$ cat config.mk
export PLATFORM = sky130hd
export DESIGN_NAME = cv32e40p_id_sel_monitor
export DESIGN_NICKNAME = d
export VERILOG_FILES = /design/src/rtl/cv32e40p_pkg.sv /design/src/rtl/cv32e40p_sat_counter.sv /design/src/rtl/cv32e40p_id_sel_monitor.sv
export SDC_FILE = /design/constraint.sdc
export NUM_CORES = 1
export LEC_CHECK = 0
export ABC_AREA = 1
export CAP_MARGIN = 5
export CORE_MARGIN = 2
export CORE_UTILIZATION = 46
export CTS_CLUSTER_SIZE = 20
export DETAILED_ROUTE_END_ITERATION = 10
export GPL_ROUTABILITY_DRIVEN = 0
export PLACE_DENSITY = 0.95
export SYNTH_ARGS = -nofsm -noshare
export SYNTH_HDL_FRONTEND = slang
export SYNTH_HIERARCHICAL = 1
export SYNTH_SLANG_ARGS = --single-unit
export TNS_END_PERCENT = 30
$ cat constraint.sdc
create_clock -name clk_i -period 1.7 [get_ports clk_i]
set_input_delay 0.34 -clock clk_i [delete_from_list [all_inputs] [get_ports clk_i]]
set_output_delay 0.34 -clock clk_i [all_outputs]
set_load 0.05 [all_outputs]
$ cat src/rtl/cv32e40p_pkg.sv
// Shared cv32e40p definitions used by the ID-stage select monitor.
// Holds monitor states, mask indexing helper and default select channel map.
package cv32e40p_pkg;

    typedef enum logic [1:0] {
        ARMING = 2'd0,
        ARMED  = 2'd1,
        FIRED  = 2'd2
    } mon_state_e;

    localparam int unsigned SEL_CH_ALU_OP_A   = 0;
    localparam int unsigned SEL_CH_ALU_OP_B   = 1;
    localparam int unsigned SEL_CH_ALU_OP_C   = 2;
    localparam int unsigned SEL_CH_BMASK_B    = 3;
    localparam int unsigned SEL_CH_CTRL_TGT   = 4;

    // Bit position of (channel, value) in a flattened per-value illegal bitmap.
    function automatic int unsigned mon_mask_idx(
        input int unsigned ch,
        input int unsigned val,
        input int unsigned sel_w
    );
        return ch * (32'd1 << sel_w) + val;
    endfunction

endpackage

$ cat src/rtl/cv32e40p_sat_counter.sv
// Saturating up-counter with synchronous clear.
// Clear and increment together leave the counter at one.
module cv32e40p_sat_counter
    import cv32e40p_pkg::*;
#(
    parameter int WIDTH = 8
) (
    input  logic             clk_i,
    input  logic             rst_i,
    input  logic             inc_i,
    input  logic             clr_i,
    output logic [WIDTH-1:0] cnt_o
);

    always_ff @(posedge clk_i or posedge rst_i) begin
        if (rst_i) begin
            cnt_o <= '0;
        end else if (clr_i) begin
            cnt_o <= inc_i ? WIDTH'(1) : '0;
        end else if (inc_i && (cnt_o != '1)) begin
            cnt_o <= cnt_o + WIDTH'(1);
        end
    end

endmodule

$ cat src/rtl/cv32e40p_id_sel_monitor.sv
// Run-time monitor for illegal ID-stage mux-select combinations.
// Optional concurrent checks: define CV32E40P_ID_SEL_MONITOR_ASSERT_EN.
module cv32e40p_id_sel_monitor
    import cv32e40p_pkg::*;
#(
    parameter int N_CH      = 5,
    parameter int SEL_W     = 3,
    parameter int CNT_W     = 8,
    parameter int ARM_DELAY = 4,
    parameter logic [N_CH*(2**SEL_W)-1:0] ILLEGAL_MASK = '0
) (
    input  logic                    clk_i,
    input  logic                    rst_i,
    input  logic                    id_valid_i,
    input  logic [31:0]             instr_rdata_i,
    input  logic                    is_compressed_id_i,
    input  logic [N_CH*SEL_W-1:0]   sel_i,
    input  logic                    clr_i,
    output logic                    armed_o,
    output logic                    fired_o,
    output logic                    viol_pulse_o,
    output logic [(N_CH>1 ? $clog2(N_CH) : 1)-1:0] first_ch_o,
    output logic [SEL_W-1:0]        first_sel_o,
    output logic [31:0]             first_instr_o,
    output logic                    first_cmp_o,
    output logic [N_CH*CNT_W-1:0]   hit_cnt_o
);

    localparam int CH_W     = (N_CH > 1) ? $clog2(N_CH) : 1;
    localparam int NV       = 2 ** SEL_W;
    localparam int DLY_W    = (ARM_DELAY > 1) ? $clog2(ARM_DELAY) : 1;
    localparam int DLY_LAST = (ARM_DELAY > 0) ? ARM_DELAY - 1 : 0;
    localparam mon_state_e RST_STATE = (ARM_DELAY == 0) ? ARMED : ARMING;

    mon_state_e       state_q;
    logic [DLY_W-1:0] dly_q;
    logic [SEL_W-1:0] sel_ch [N_CH];
    logic [N_CH-1:0]  illegal;
    logic             viol;
    logic             cap_en;
    logic [CH_W-1:0]  first_ch_d;
    logic [SEL_W-1:0] first_sel_d;

    for (genvar c = 0; c < N_CH; c++) begin : g_ch
        logic [NV-1:0] ch_mask;

        assign ch_mask    = ILLEGAL_MASK[mon_mask_idx(c, 0, SEL_W) +: NV];
        assign sel_ch[c]  = sel_i[c*SEL_W +: SEL_W];
        assign illegal[c] = ch_mask[sel_ch[c]];

        cv32e40p_sat_counter #(
            .WIDTH (CNT_W)
        ) u_cnt (
            .clk_i (clk_i),
            .rst_i (rst_i),
            .inc_i (viol && illegal[c]),
            .clr_i (clr_i),
            .cnt_o (hit_cnt_o[c*CNT_W +: CNT_W])
        );

`ifdef CV32E40P_ID_SEL_MONITOR_ASSERT_EN
        a_sel_legal: assert property (
            @(posedge clk_i) disable iff (rst_i)
            (id_valid_i && armed_o) |-> !illegal[c]
        ) else $error("illegal select: ch %0d sel %0d instr %08h",
                      c, sel_ch[c], instr_rdata_i);
`endif
    end

    assign viol   = id_valid_i && (|illegal) && (state_q != ARMING);
    // A clear in FIRED re-opens the capture for a same-cycle violation.
    assign cap_en = viol && ((state_q != FIRED) || clr_i);

    always_comb begin
        first_ch_d  = '0;
        first_sel_d = '0;
        for (int c = N_CH - 1; c >= 0; c--) begin
            if (illegal[c]) begin
                first_ch_d  = CH_W'(c);
                first_sel_d = sel_ch[c];
            end
        end
    end

    always_ff @(posedge clk_i or posedge rst_i) begin
        if (rst_i) begin
            state_q       <= RST_STATE;
            dly_q         <= '0;
            armed_o       <= 1'b0;
            fired_o       <= 1'b0;
            viol_pulse_o  <= 1'b0;
            first_ch_o    <= '0;
            first_sel_o   <= '0;
            first_instr_o <= '0;
            first_cmp_o   <= 1'b0;
        end else begin
            viol_pulse_o <= viol;

            if (cap_en) begin
                first_ch_o    <= first_ch_d;
                first_sel_o   <= first_sel_d;
                first_instr_o <= instr_rdata_i;
                first_cmp_o   <= is_compressed_id_i;
            end else if (clr_i) begin
                first_ch_o    <= '0;
                first_sel_o   <= '0;
                first_instr_o <= '0;
                first_cmp_o   <= 1'b0;
            end

            unique case (state_q)
                ARMING: begin
                    if (dly_q == DLY_W'(DLY_LAST)) begin
                        state_q <= ARMED;
                        armed_o <= 1'b1;
                    end else begin
                        dly_q <= dly_q + DLY_W'(1);
                    end
                end
                ARMED: begin
                    armed_o <= 1'b1;
                    if (viol) begin
                        state_q <= FIRED;
                        fired_o <= 1'b1;
                    end
                end
                FIRED: begin
                    armed_o <= 1'b1;
                    if (clr_i && !viol) begin
                        state_q <= ARMED;
                        fired_o <= 1'b0;
                    end
                end
                default: begin
                    state_q <= ARMING;
                    armed_o <= 1'b0;
                    fired_o <= 1'b0;
                end
            endcase
        end
    end

endmodule

==> impl_metrics.ini <==
[status]
status = finished clean

[cts]
clk_pin_slew_ns = 0.09
post_cts_buffers = 0
cts_root_buf = clkbuf_8
cts_hold_buf = 0
cts_sinks = 46
cts_resized = 0
clockBufferDepth = 2
cts_tree = yes
cts_max_level = 2
clkLatencyLatePin_ns = 0.30
numCtsBuffers = 5

[worst_setup_path]
end_kind = primary output
crit_arrival_ns = 1.00
path_class = register to primary output
reg2reg_depth = 6
cp-start-kind = register
critPathMaxStageDelay_ns = 0.46
required_ns = 1.36
cp.depth = 1
crit_buf_inv = 1
path_delay_family = flip-flops
worstPathCellList = buf_4
slowest_stage = dfrtp_1
cp_max_fo = 5

[cells_and_area]
multi_input_area_sq_um = 1608
drive_gt1_frac = 0.1776
seqCellArea_sq_um = 1151
postLayoutCoreUtil = 0.5643
layout-area-overhead-vs-synth_pct = 17.98
nFillCells = 613
antenna_cells = 0
fin_nets = 558

[logic_synthesis]
synth_cells = 423
synth_area_sq_um = 3054
avgSynthCellArea_sq_um = 7.220
seq_area_frac_synth = 0.3769
synth_cell_types = 22
ys_ff_latch = 46
yosys_warnings = 6

[sta]
setup_viol = 0
period_needed_ns = 1.340
finClkSkew_ns = 0.006633
grt_setup_unrepaired = false
drv_slew = 0
clock.fmax_ghz = 0.7464
finalSetupTns_ns = 0
hold_violations = 0
timing.final.crit_share = 0.7881

[global_routing]
grt_start_max_net_pins = 32
grt.busiest_layer = met2
grt-ovfl-total = 0
antenna_found_initial = 0
globalRouteTotalUtil = 0.1714
gr-usage-met3 = 0.03599
grt_util_met2 = 0.3104
grt_pass1_wl_mm = 10.25
grt_pass1_vias = 2418
grtUsageMet1 = 0.2053

[detailed_routing]
route.detailed.drc = 0
via_count = 2681
drt-initial-drc-count = 61
drt-vias-per-instance = 4.638
first_pass_iters = 4
wl_mm = 6.132
detail-route-antenna-nets = 0
wl_per_cell_um = 10.61

[power]
p_sw_w = 0.0009928
p_int_w = 0.001742
p_comb_frac = 0.246
p_clk_frac = 0.305
power_leakage_nw = 1.972
power.density_nw_per_um2 = 758.9
switching_share = 0.3631
seq_power_share = 0.449
peakVddDrop_uv = 425.8

[floorplanning]
dieArea_sq_um = 7308
initial_utilization = 0.4783
die_w_um = 85.49
num_rows = 29
coreArea_sq_um = 6386
die_h_um = 85.49
io_pins = 134

[run]
cap_violations = 0

[placed_design]
portBuffers = 44
dpl.hpwl_mm = 4.808

[hold_path]
hp-class = input port to asynchronous set/reset pin
## cell usage in the layout (no fill, tap or decap), drive strengths merged
cell type      netlist  final
dfrtp               46     46
a21oi               10     10
inv                 46     47
clkinv              10     11
nand3               28     28
xor2                 5      5
clkdlybuf4s50        0      2
buf                 40     44
nor3                 5      5
o21ai               16     16
bufinv               0      1
clkbuf               0      5
nor2                42     42
nand4               10     10
conb                 1     65
o21bai               5      5
nand2              153    153
ha                   6      6
## cell families (layout without fill, tap and decap cells)
logic type,Yosys count,in the layout,share of synthesized area
AO/OA/AOI/OAI,31,31,0.05490
buffers and inverters,96,110,0.1753
other,1,65,0.001228
AND/OR/NAND/NOR,238,238,0.3527
adder cells (fa/ha/maj),6,6,0.02458
flip-flops,46,46,0.3769
XOR/XNOR,5,5,0.01434
## routing by layer
metal,wire (um),up-vias,part of all wire
met4,62,0,0.010
met5,0,-,0
met3,293,7,0.048
li1,-,1369,-
met2,3204,74,0.52
met1,2571,1231,0.42
## cell type report
class                           count  share of cell area
Clock inverter                      3             0.01215
Multi-Input combinational cell    345              0.4462
Tap cell                           77             0.02674
Sequential cell                    46              0.3194
Clock buffer                        5             0.01910
Inverter                           56             0.06528
Timing Repair Buffer               46              0.1111
## power by group through the flow
stage,Clock [W],Sequential [W],Combinational [W]
5_1_grt,0.000913,0.00124,0.000727
4_1_cts,0.000867,0.00123,0.000671
3_3_place_gp,0,0.00124,0.000651
2_1_floorplan,0,0.00137,0.000464
3_5_place_dp,0,0.00125,0.000671
6_report,0.000835,0.00123,0.000672
## worst paths after layout
kind                                                    start                                  to  slack, ns
setup / recovery           g_ch[0].u_cnt/cnt_o[3]$_DFFE_PP0P_                        hit_cnt_o[3]       0.36
hold / removal                                          rst_i                 armed_o$_DFFE_PP0P_       0.46
setup reg to reg           g_ch[4].u_cnt/cnt_o[0]$_DFFE_PP0P_  g_ch[4].u_cnt/cnt_o[2]$_DFFE_PP0P_       0.44
hold reg to reg                          dly_q[1]$_DFFE_PP0N_                dly_q[1]$_DFFE_PP0N_       0.50
max in group asynchronous                               rst_i  g_ch[0].u_cnt/cnt_o[6]$_DFFE_PP0P_       0.95
min in group clk_i                       dly_q[1]$_DFFE_PP0N_                dly_q[1]$_DFFE_PP0N_       0.50
## per-stage QoR
step	hold WS (ns)	area, sq um	total power, W	cells	setup WS, ns
after floorplan	0.1310	3294	0.001832	487	0.3285
after global placement	0.4595	3491	0.001896	570	0.1414
after detailed placement	0.4702	3491	0.001919	570	0.09255
after CTS	0.4732	3603	0.002766	578	0.3405
after global routing	0.4852	3603	0.002878	578	0.3054
final	0.4575	3603	0.002734	578	0.3602
## cell usage after synthesis (all sizes together)
cell	count	area [sq um]
buf	40	300.3
inv	46	172.7
dfrtp	46	1151
o21ai	16	80.08
a21oi	10	50.05
nand3	28	140.1
ha	6	75.07
clkinv	10	62.56
xor2	5	43.79
nor2	42	197.7
nand4	10	62.56
nor3	5	25.02
conb	1	3.750
o21bai	5	37.54
nand2	153	651.9
## registers in the layout (all words and copies together), names as in the netlist
signal,count
g_ch.u_cnt/cnt_o,40
fired_o,1
state_q,2
dly_q,2
armed_o,1
Power figures use the tool's default switching activity.
